### src/rtl/uart_rx_fifo_if.sv
// Handshake bundle between the UART receiver, the receive FIFO and its consumer.
// The slave modport is the FIFO side; the master modport is the receiver/consumer side.
interface uart_rx_fifo_if #(
   parameter int P_UART_DATA_WIDTH = 8,
   parameter int P_ADDR_WIDTH      = 4
);
   logic [P_UART_DATA_WIDTH-1:0] i_uart_rx_data;
   logic                         i_uart_rx_valid;
   logic [P_UART_DATA_WIDTH-1:0] o_fifo_data;
   logic                         o_fifo_valid;
   logic                         i_fifo_ready;
   logic [P_ADDR_WIDTH:0]        o_fifo_count;
   logic                         o_fifo_full;
   logic                         o_fifo_empty;
   logic                         o_overflow;
   logic                         i_overflow_clr;

   modport slave (
      input  i_uart_rx_data, i_uart_rx_valid, i_fifo_ready, i_overflow_clr,
      output o_fifo_data, o_fifo_valid, o_fifo_count, o_fifo_full, o_fifo_empty, o_overflow
   );

   modport master (
      output i_uart_rx_data, i_uart_rx_valid, i_fifo_ready, i_overflow_clr,
      input  o_fifo_data, o_fifo_valid, o_fifo_count, o_fifo_full, o_fifo_empty, o_overflow
   );
endinterface

### src/rtl/uart_rx_fifo.sv
// Receive-side FIFO behind the UART receiver: captures single-cycle rx pulses,
// presents the head word show-ahead over valid/ready, reports fill level and a
// sticky overflow flag. Status outputs depend only on registered state.
module uart_rx_fifo #(
   parameter int P_UART_DATA_WIDTH = 8,
   parameter int P_FIFO_DEPTH      = 16,
   parameter int P_ADDR_WIDTH      = 4
) (
   input logic           i_u_clk,
   input logic           i_u_rst,
   uart_rx_fifo_if.slave bus
);

   // Extra MSB on each pointer is the wrap bit that separates full from empty.
   logic [P_ADDR_WIDTH:0]        wr_ptr;
   logic [P_ADDR_WIDTH:0]        rd_ptr;
   logic [P_UART_DATA_WIDTH-1:0] mem [P_FIFO_DEPTH];
   logic                         overflow;
   logic                         full;
   logic                         empty;
   logic                         push;
   logic                         pop;

   assign empty = (wr_ptr == rd_ptr);
   assign full  = (wr_ptr[P_ADDR_WIDTH] != rd_ptr[P_ADDR_WIDTH]) &&
                  (wr_ptr[P_ADDR_WIDTH-1:0] == rd_ptr[P_ADDR_WIDTH-1:0]);

   // A pop frees a slot in the same cycle, so a push into a full FIFO is legal
   // when the consumer is also taking the head word.
   assign pop  = !empty && bus.i_fifo_ready;
   assign push = bus.i_uart_rx_valid && (!full || pop);

   // Pointer and sticky-overflow update; a dropped word leaves pointers alone.
   always_ff @(posedge i_u_clk) begin
      if (i_u_rst) begin
         wr_ptr   <= '0;
         rd_ptr   <= '0;
         overflow <= 1'b0;
      end else begin
         if (push) wr_ptr <= wr_ptr + 1'b1;
         if (pop)  rd_ptr <= rd_ptr + 1'b1;
         // Setting takes priority over a simultaneous clear.
         if (bus.i_uart_rx_valid && !push)
            overflow <= 1'b1;
         else if (bus.i_overflow_clr)
            overflow <= 1'b0;
      end
   end

   // Storage write; cleared on reset so the head word reads 0 after a flush.
   always_ff @(posedge i_u_clk) begin
      if (i_u_rst) begin
         for (int i = 0; i < P_FIFO_DEPTH; i++) mem[i] <= '0;
      end else if (push) begin
         mem[wr_ptr[P_ADDR_WIDTH-1:0]] <= bus.i_uart_rx_data;
      end
   end

   assign bus.o_fifo_data  = mem[rd_ptr[P_ADDR_WIDTH-1:0]];
   assign bus.o_fifo_valid = !empty;
   assign bus.o_fifo_empty = empty;
   assign bus.o_fifo_full  = full;
   assign bus.o_fifo_count = wr_ptr - rd_ptr;
   assign bus.o_overflow   = overflow;

endmodule

### src/flat_wrapper.sv
// flat-port wrapper written by rule: the top's interface ports become plain ports
module uart_rx_fifo_flat 
#(
   parameter int P_UART_DATA_WIDTH = 8,
   parameter int P_FIFO_DEPTH      = 16,
   parameter int P_ADDR_WIDTH      = 4
)
  (i_u_clk, i_u_rst, bus_i_uart_rx_data, bus_i_uart_rx_valid, bus_i_fifo_ready, bus_i_overflow_clr, bus_o_fifo_data, bus_o_fifo_valid, bus_o_fifo_count, bus_o_fifo_full, bus_o_fifo_empty, bus_o_overflow);
  uart_rx_fifo_if #(.P_UART_DATA_WIDTH(P_UART_DATA_WIDTH), .P_ADDR_WIDTH(P_ADDR_WIDTH)) bus_i ();
  input logic i_u_clk;
  input logic i_u_rst;
  input wire logic [$bits(bus_i.i_uart_rx_data)-1:0] bus_i_uart_rx_data;
  input wire logic [$bits(bus_i.i_uart_rx_valid)-1:0] bus_i_uart_rx_valid;
  input wire logic [$bits(bus_i.i_fifo_ready)-1:0] bus_i_fifo_ready;
  input wire logic [$bits(bus_i.i_overflow_clr)-1:0] bus_i_overflow_clr;
  output wire logic [$bits(bus_i.o_fifo_data)-1:0] bus_o_fifo_data;
  output wire logic [$bits(bus_i.o_fifo_valid)-1:0] bus_o_fifo_valid;
  output wire logic [$bits(bus_i.o_fifo_count)-1:0] bus_o_fifo_count;
  output wire logic [$bits(bus_i.o_fifo_full)-1:0] bus_o_fifo_full;
  output wire logic [$bits(bus_i.o_fifo_empty)-1:0] bus_o_fifo_empty;
  output wire logic [$bits(bus_i.o_overflow)-1:0] bus_o_overflow;
  assign bus_i.i_uart_rx_data = bus_i_uart_rx_data;
  assign bus_i.i_uart_rx_valid = bus_i_uart_rx_valid;
  assign bus_i.i_fifo_ready = bus_i_fifo_ready;
  assign bus_i.i_overflow_clr = bus_i_overflow_clr;
  assign bus_o_fifo_data = bus_i.o_fifo_data;
  assign bus_o_fifo_valid = bus_i.o_fifo_valid;
  assign bus_o_fifo_count = bus_i.o_fifo_count;
  assign bus_o_fifo_full = bus_i.o_fifo_full;
  assign bus_o_fifo_empty = bus_i.o_fifo_empty;
  assign bus_o_overflow = bus_i.o_overflow;
  uart_rx_fifo #(.P_UART_DATA_WIDTH(P_UART_DATA_WIDTH), .P_FIFO_DEPTH(P_FIFO_DEPTH), .P_ADDR_WIDTH(P_ADDR_WIDTH)) u_core (.i_u_clk(i_u_clk), .i_u_rst(i_u_rst), .bus(bus_i));
endmodule
### config.mk
export PLATFORM = sky130hd
export DESIGN_NAME = uart_rx_fifo_flat
export DESIGN_NICKNAME = d
export VERILOG_FILES = /design/src/rtl/uart_rx_fifo_if.sv /design/src/rtl/uart_rx_fifo.sv /design/src/flat_wrapper.sv
export SDC_FILE = /design/constraint.sdc
export NUM_CORES = 1
export LEC_CHECK = 0
export CAP_MARGIN = 5
export CORE_MARGIN = 1
export CORE_UTILIZATION = 47
export DETAILED_ROUTE_END_ITERATION = 10
export PLACE_DENSITY = 0.73
export SYNTH_ARGS = -nofsm -noshare
export SYNTH_HDL_FRONTEND = slang
export SYNTH_SLANG_ARGS = --single-unit
### constraint.sdc
create_clock -name i_u_clk -period 3 [get_ports i_u_clk]
set_clock_uncertainty 0.05 [all_clocks]
set_input_delay 0.75 -clock i_u_clk [delete_from_list [all_inputs] [get_ports i_u_clk]]
set_output_delay 0.75 -clock i_u_clk [all_outputs]
set_load 0.005 [all_outputs]
# After elaboration in Yosys (flattened, before gate mapping)
# Memories as Yosys holds them, arrays and structs flattened. A register that Yosys moved wholly into a read port is not among the register bits.
# Cells that the tools add are included.
# totals
ff_bits,11
ramBits,128
memories,1
# memory_table
memory,depth,width,rd,rd_clocked_by_memory_dff,wr,line_no,rtl
u_core.mem,16,8,1,1,16,uart_rx_fifo.sv:17,logic [P_UART_DATA_WIDTH-1:0] mem [P_FIFO_DEPTH];
# op_classes
add_sub_neg,3
n_eq_ne,3
mux,12
reduce_logical,10
# op_table
op,count
4-bit 2-to-1 mux,3
5-bit by 1-bit adder with 5-bit output (second input constant),2
1-bit 2-to-1 mux,8
8-bit 2-to-1 mux,1
8-bit OR reduction,1
5-bit equality test,1
5-bit subtractor,1
4-bit equality test,1
1-bit logical AND,4
1-bit logical NOT,3
2-bit nonzero test,1
1-bit logical OR,1
1-bit != test,1

# Logic depth before layout (Yosys ltp)
# Gate-level depths: netlist (run 1).
# depth
word_depth,10
depth_mapped,8
mapped_depth_nobuf,7

# Worst setup path before layout (run 1)
# No wires, ideal clock.
# synth_timing
path_kind,register -> output
start,register (tool-made name)
end,output bus_o_fifo_data[1]
arrival_time_ps,1591
path_slack_ps,609
path_stages_with_launch,6
cell_sequence,dfxtp_1 clkbuf_1 buf_2 mux4_2 a22oi_1 nand2_1
# synth_lines
element,line_no,rtl
end: declaration,flat_wrapper.sv:16,output wire logic [$bits(bus_i.o_fifo_data)-1:0] bus_o_fifo_data;

==> impl_metrics.csv, run 1 <==
group,metric,value,unit
status,status,"finished clean",
placed_design,place.gp.congestion,0.792,
clock_network,root_buffer,"clkbuf_16",
global_route,overflow,0,
setup_path,path_max_fanout,7,
logic_synthesis,syn-cell-area,0.00659,mm2
clock_network,cts.path.max_buffers,2,
logic_synthesis,yosys-top-cells-area,"edfxtp_1, mux4_2, nor2_1",
power_and_ir_drop,power_leakage,2.69,nW
power_and_ir_drop,comb_power_share,0.183,
setup_path,crit_arrival,2.16,ns
global_route,grt_pass1_wl,24.5,mm
logic_synthesis,async_flop_share,0,
setup_path,end_kind,"output port",
setup_path,ff2ff_path_depth,6,
logic_synthesis,synth_common_cells,"nor2_1, edfxtp_1, nand2_1",
logic_synthesis,synth_nets,520,
die,die_h,120,um
clock_network,cts_sinks,143,
run,cap_violations,0,
placed_design,dp_hpwl,9.61,mm
final_layout,nets,564,
logic_synthesis,synth_top_cell_area_share,0.583,
setup_path,critical_path_class,"flip-flop to output port",
detailed_routing,wl,15.9,mm
power_and_ir_drop,pwr-share-seq,0.443,
global_route,grt_pass1_vias,4477,
logic_synthesis,synth.avg_cell_area,13.3,um2
detailed_routing,drt_iter0_drc,550,
setup_path,rrSetupSlack,0.53,ns
logic_synthesis,syn_inst,497,
timing,hold_viol,0,
timing,fmax,0.338,GHz
global_route,grt_use_total,0.237,
logic_synthesis,synth-edff-count,128,
timing,setup_viol,0,
timing,slew_headroom,0.265,
setup_path,crit_path_start_kind,"flip-flop",
placed_design,pre_cts_slack,0.125,ns
die,core_area,0.0135,mm2
detailed_routing,dr.pass1.iters,6,
timing,period_needed,2.96,ns
global_route,antenna_found_initial,0,
power_and_ir_drop,p_per_area,658,mW/mm2
setup_path,endpoint,"bus_o_fifo_data[1]",
global_route,grt_max_degree,33,
die,dieWidth,120,um
logic_synthesis,seq_area_frac_synth,0.629,
placed_design,port_buffers,29,
power_and_ir_drop,p_sw,1.23,mW
logic_synthesis,yosysTopAreaCell,"edfxtp_1",
logic_synthesis,synth.distinct_cells,39,
logic_synthesis,synth-main-ff-cell,"edfxtp_1",
power_and_ir_drop,p_clk_frac,0.374,
power_and_ir_drop,swShare,0.236,
timing,fin_ws,0.0428,ns
setup_path,worstPathRequired,2.20,ns
detailed_routing,drc_errors,0,
timing,tightest_slew,1.10,ns
final_layout,drive_above_1_share,0.209,
clock_network,h-tree-depth,4,
detailed_routing,ant_nets,0,
power_and_ir_drop,worst_ir_drop_vdd,458,uV
clock_network,clk_pin_slew,0.06,ns
die,start_util,0.490,
die,io-pin-count,30,
clock_network,cts_buffers,17,
power_and_ir_drop,p_int,3.98,mW
clock_network,insertion_delay,0.42,ns
timing,fin_crit_sh,0.986,
final_layout,area_growth,20.0,%
die,dieArea,0.0145,mm2
power_and_ir_drop,fin_total_pwr,5.20,mW
worst_hold_path,hp-class,"flip-flop to flip-flop",
final_layout,nFillCells,1062,
clock_network,ctsHoldBuffers,0,
final_layout,diodes,0,
clock_network,cts_tree,"yes",
logic_synthesis,yosys_register_bits,143,
die,std_cell_rows,42,
detailed_routing,wl_per_cell,21.8,um
detailed_routing,vias_per_cell,5.86,
setup_path,r2r_end,"u_core.mem[12][6]",
setup_path,rr_startpoint,"u_core.rd_ptr[1]",
logic_synthesis,yosys_warnings,0,
timing,slew_violations,0,
detailed_routing,num_vias,4277,
logic_synthesis,yosysMostFrequentCell,"nor2_1",
==> worst max-delay path, stage by stage (launching register included) <==
cell and delay, ns:
dfxtp_4 0.39, buf_4 0.13, buf_12 0.13, mux4_2 0.51, a22oi_2 0.23, nand2_1 0.07, dlygate4sd2_1 0.26
==> how the worst min path moves through the flow <==
stage	cells after the start	endpoint	start
3_3_place_gp	2	u_core.rd_ptr[3]	u_core.rd_ptr[3]
3_5_place_dp	2	flip-flop	u_core.rd_ptr[3]
5_1_grt	2	u_core.rd_ptr[3]	u_core.rd_ptr[3]
4_1_cts	2	u_core.rd_ptr[3]	u_core.rd_ptr[3]
2_1_floorplan	2	flip-flop	u_core.rd_ptr[3]
6_report	2	u_core.wr_ptr[1]	u_core.wr_ptr[1]
==> cell usage in the layout (no fill, tap or decap), types with 3 or more instances in the layout <==
cell             netlist  layout
a21oi_1                7       7
a22oi_2                0      14
a41o_1                 4       4
buf_12                 0       6
buf_4                  6      19
clkbuf_1              11       9
clkbuf_16              0      17
clkbuf_8               0       3
clkdlybuf4s15_1        0       5
clkdlybuf4s50_1        0      20
dfxtp_1               15      10
dfxtp_2                0       3
dlygate4sd2_1          0       3
edfxtp_1             128     128
ha_1                   9       5
ha_4                   0       4
inv_1                 10       9
mux4_2                32      32
nand2_1               42      42
nand3_1                5       5
nor2_1               139     139
nor2b_1                6       6
o21ai_0                5       5
o21bai_1              12      12
or3_1                  3       3
xnor2_1                5       5
xor2_1                 4       4
==> final cells by class <==
class | instances | area, um2 | area share
Clock buffer | 29 | 500 | 0.0633
Clock inverter | 3 | 40.0 | 0.00506
Inverter | 10 | 37.5 | 0.00475
Multi-Input combinational cell | 312 | 2340 | 0.296
Sequential cell | 143 | 4160 | 0.526
Tap cell | 176 | 220 | 0.0279
Timing Repair Buffer | 57 | 611 | 0.0772
==> routing by layer <==
metal | wire length, um | GRT usage | up-vias
met5 | 0 | 0 | -
li1 | - | - | 1894
met4 | 614 | 0.134 | 0
met2 | 7930 | 0.381 | 231
met1 | 6060 | 0.293 | 2104
met3 | 1300 | 0.0599 | 48
==> power groups by stage <==
stage               clock network [mW]  logic (mW)  registers (mW)
detailed placement                   0       0.806            2.33
finish                            1.95       0.954            2.31
CTS                               1.95       0.968            2.30
global route                      2.05        1.02            2.31
global placement                     0       0.799            2.33
floorplan                            0       0.500            2.32
==> metrics by stage <==
step | instance area (um2) | hold slack, ns | cells | util | setup TNS (ns)
floorplan | 6590 | 0.431 | 497 | - | 0
global placement | 7100 | 0.466 | 690 | 0.528 | 0
detailed placement | 7100 | 0.473 | 690 | 0.528 | 0
CTS | 7900 | 0.485 | 730 | 0.587 | -0.0804
global route | 7910 | 0.501 | 730 | 0.588 | -0.000802
finish | 7910 | 0.486 | 730 | 0.588 | 0
==> registers in the layout, summed over array words and instances, names as in the netlist, named ones only <==
signal / count
u_core.mem: 128
u_core.wr_ptr: 5
u_core.rd_ptr: 5
u_core.bus.o_overflow: 1
==> what timing repair did <==
action	in CTS	in global routing
pin swaps	7	14
setup endpoints to repair	15	10
setup buffers	5	2
endpoints found under the hold margin	0	0
resized for setup	37	14
gates cloned	3	0
==> kinds of logic after synthesis <==
kind of cell             after synthesis  share of synthesized area
AO/OA/AOI/OAI                         50                     0.0553
XOR/XNOR                              10                     0.0144
adder cells (fa/ha/maj)               10                     0.0201
buffers and inverters                 42                     0.0359
flip-flops                           143                      0.629
multiplexers                          33                      0.111
AND/OR/NAND/NOR                      209                      0.134
Note: power is estimated with default switching activity, not from simulation.
==> run 2, diff against run 1 <==
Settings changed: ABC_AREA set to 1, CORE_UTILIZATION 47 to 35, GPL_TIMING_DRIVEN set to 1, PLACE_DENSITY 0.73 to 0.59.
==> impl_metrics.csv, run 2 <==
group,metric,value,unit
logic_synthesis,syn-cell-area,0.00730,mm2
global_route,grt_pass1_vias,5206,
logic_synthesis,yosysTopAreaCell,"edfxtp_1",
die,std_cell_rows,52,
logic_synthesis,synth-edff-count,128,
logic_synthesis,synth_compound_area_frac,0.0336,
die,start_util,0.359,
final_layout,nFillCells,1940,
detailed_routing,wl_per_cell,17.4,um
final_layout,diodes,0,
placed_design,place.gp.congestion,0.793,
final_layout,reg.largest.list,"u_core.mem x128, u_core.rd_ptr x5, u_core.wr_ptr x5",
power_and_ir_drop,fin_total_pwr,5.37,mW
setup_path,critPathTopFamily,"buffers and inverters",
run,cap_violations,0,
power_and_ir_drop,worst_ir_drop_vdd,431,uV
clock_network,cts_buffers,17,
placed_design,placed_area,0.00802,mm2
detailed_routing,dr.pass1.iters,8,
die,dieArea,0.0214,mm2
detailed_routing,num_vias,5498,
global_route,antenna_found_initial,0,
timing,tightest_slew,0.621,ns
timing,fin_crit_sh,0.990,
logic_synthesis,synth.distinct_cells,28,
final_layout,nets,848,
die,dieWidth,146,um
logic_synthesis,seq_area_frac_synth,0.568,
timing,hold_viol,0,
placed_design,pre_cts_slack,0.297,ns
timing,fin_ws,0.0299,ns
clock_network,cts_sinks,143,
final_layout,ff_latch_area,0.00416,mm2
logic_synthesis,yosys-top-cells-area,"edfxtp_1, nand2_1, nor2_1",
final_layout,final_core_util,0.437,
setup_path,critPathMaxStageDelay,0.45,ns
detailed_routing,ant_nets,0,
detailed_routing,vias_per_cell,4.96,
setup_path,path_cells,"buf_12 -> clkbuf_16 -> o211ai_1 -> nand3_1 -> nand3_1 -> nand2_1 -> clkdlybuf4s50_1",
status,status,"finished clean",
logic_synthesis,synthAdderAreaFrac,0.0182,
clock_network,cts_tree,"yes",
final_layout,multiInputGateArea,0.00276,mm2
timing,period_needed,2.97,ns
logic_synthesis,yosysMostFrequentCell,"nand2_1",
placed_design,port_buffers,29,
timing,rsz0062_at_grt,"true",
logic_synthesis,synth_xor_area_frac,0.00600,
global_route,grt_use_total,0.182,
logic_synthesis,synth-main-ff-cell,"edfxtp_1",
logic_synthesis,synth_top_cell_area_share,0.526,
global_route,overflow,0,
setup_path,end_kind,"output port",
clock_network,clk_pin_slew,0.06,ns
final_layout,final_common_cell,"nand2_1",
setup_path,crit_arrival,2.17,ns
clock_network,h-tree-depth,4,
final_layout,area_growth,21.9,%
worst_hold_path,min_from,"u_core.bus.o_overflow",
logic_synthesis,syn_inst,774,
clock_network,ctsHoldBuffers,0,
final_layout,postLayoutCellArea,0.00890,mm2
placed_design,dp_hpwl,11.4,mm
logic_synthesis,synth_nets,797,
clock_network,root_buffer,"clkbuf_16",
worst_hold_path,hp-class,"flip-flop to flip-flop",
power_and_ir_drop,power_leakage,3.66,nW
logic_synthesis,synth.avg_cell_area,9.43,um2
logic_synthesis,yosys.area_share.simple,0.315,
detailed_routing,wl,19.3,mm
final_layout,final_cell_mix,"nand2_1, nor2_1, edfxtp_1, nand3_1, nor2_2",
clock_network,insertion_delay,0.43,ns
die,core_area,0.0204,mm2
final_layout,largest_reg_flops,128,
setup_path,worstPathRequired,2.20,ns
timing,holdWs,0.422,ns
power_and_ir_drop,p_per_area,603,mW/mm2
timing,fmax,0.337,GHz
timing,setup_viol,0,
logic_synthesis,yosys_warnings,0,
setup_path,critPathMostFrequentCell,"nand3_1",
die,io-pin-count,30,
logic_synthesis,yosys_register_bits,143,
clock_network,cts.path.max_buffers,2,
global_route,grt_pass1_wl,29.3,mm
detailed_routing,drt_iter0_drc,442,
setup_path,crit_path_top_delay_cell,"clkdlybuf4s50_1",
setup_path,crit_path_start_kind,"flip-flop",
detailed_routing,drc_errors,0,
setup_path,crit_buf_inv,3,
final_layout,top_register,"u_core.mem",
setup_path,path_max_fanout,8,
logic_synthesis,async_flop_share,0,
setup_path,critical_path_class,"flip-flop to output port",
timing,slew_headroom,0.586,
final_layout,drive_above_1_share,0.202,
timing,slew_violations,0,
logic_synthesis,synth_top_family_by_area,"simple AND/OR/NAND/NOR gates",
die,die_h,146,um
logic_synthesis,synth_common_cells,"nand2_1, nor2_1, edfxtp_1",
global_route,grt_max_degree,37,
setup_path,rr_startpoint,"u_core.rd_ptr[3]",
logic_synthesis,yosys-mux-area-fraction,0,
[run 2: changes by cell type in the layout (fill, tap and decap cells not counted), moves of 8 or more]
cell / delta
buf_4: +12
inv_1: +46
mux4_2: -32
nand3_1: +59
clkbuf_1: -8
nand2_1: +139
nor2_2: +58
a22oi_2: -14
nand4_4: +14
o21bai_1: -12
o21ai_0: +18
[run 2: final timing paths]
| kind | cells past startpoint | slack (ns) | end |
|---|---|---|---|
| max reg2reg | 9 | 0.63 | u_core.mem[8][4] |
| min reg2reg | 2 | 0.42 | u_core.bus.o_overflow |
| min | 2 | 0.42 | u_core.bus.o_overflow |
| max | 7 | 0.03 | bus_o_fifo_data[1] |
[run 2: routing by layer]
layer,part of all wire,track usage
met1,0.42,0.244
met2,0.49,0.291
met3,0.081,0.0484
met4,0.011,0.0516
met5,0,0
[run 2: cells by family after synthesis]
| logic type | count (synthesis) |
|---|---|
| flip-flops | 143 |
| XOR/XNOR | 5 |
| adder cells (fa/ha/maj) | 10 |
| buffers and inverters | 102 |
| AO/OA/AOI/OAI | 44 |
| AND/OR/NAND/NOR | 470 |
[run 2: report_power, final]
group	switching [mW]	total (mW)	internal (mW)
Combinational	0.637	1.09	0.458
Clock	0.849	1.99	1.14
Sequential	0.0392	2.29	2.25
[run 2: layout make-up]
class	count	area share
clock buffers	18	0.0482
clock inverters	14	0.0132
inverters	59	0.0254
multi-input cells	529	0.310
flip-flops and latches	143	0.467
well taps	270	0.0380
repair buffers	75	0.0981
[run 2: tightest hold or removal path, delay by kind of cell, from the launching register on]
kind / cells / cell delay, ns
DFF: 1 / 0.31
AOI/OAI and AO/OA: 1 / 0.06
and+or+nand+nor: 1 / 0.06
[run 2: what timing repair did]
action | CTS | global route
buffers inserted | 1 | 4
resized for setup | 10 | 21
pin swaps | 0 | 9
endpoints found under the setup margin | 11 | 14
gates cloned | 3 | 5
[run 2: per-stage QoR]
stage                     setup TNS (ns)  instances
after global routing             -0.0737       1108
final                                  0       1108
after detailed placement               0       1063
after floorplan                        0        774
after global placement                 0       1063
after CTS                              0       1099
==> run 3, diff against run 2 <==
Settings changed: CAP_MARGIN 5 to 0.
==> results of run 3 <==
Same layout as run 2: the final DEF is identical, and so are final timing and power.
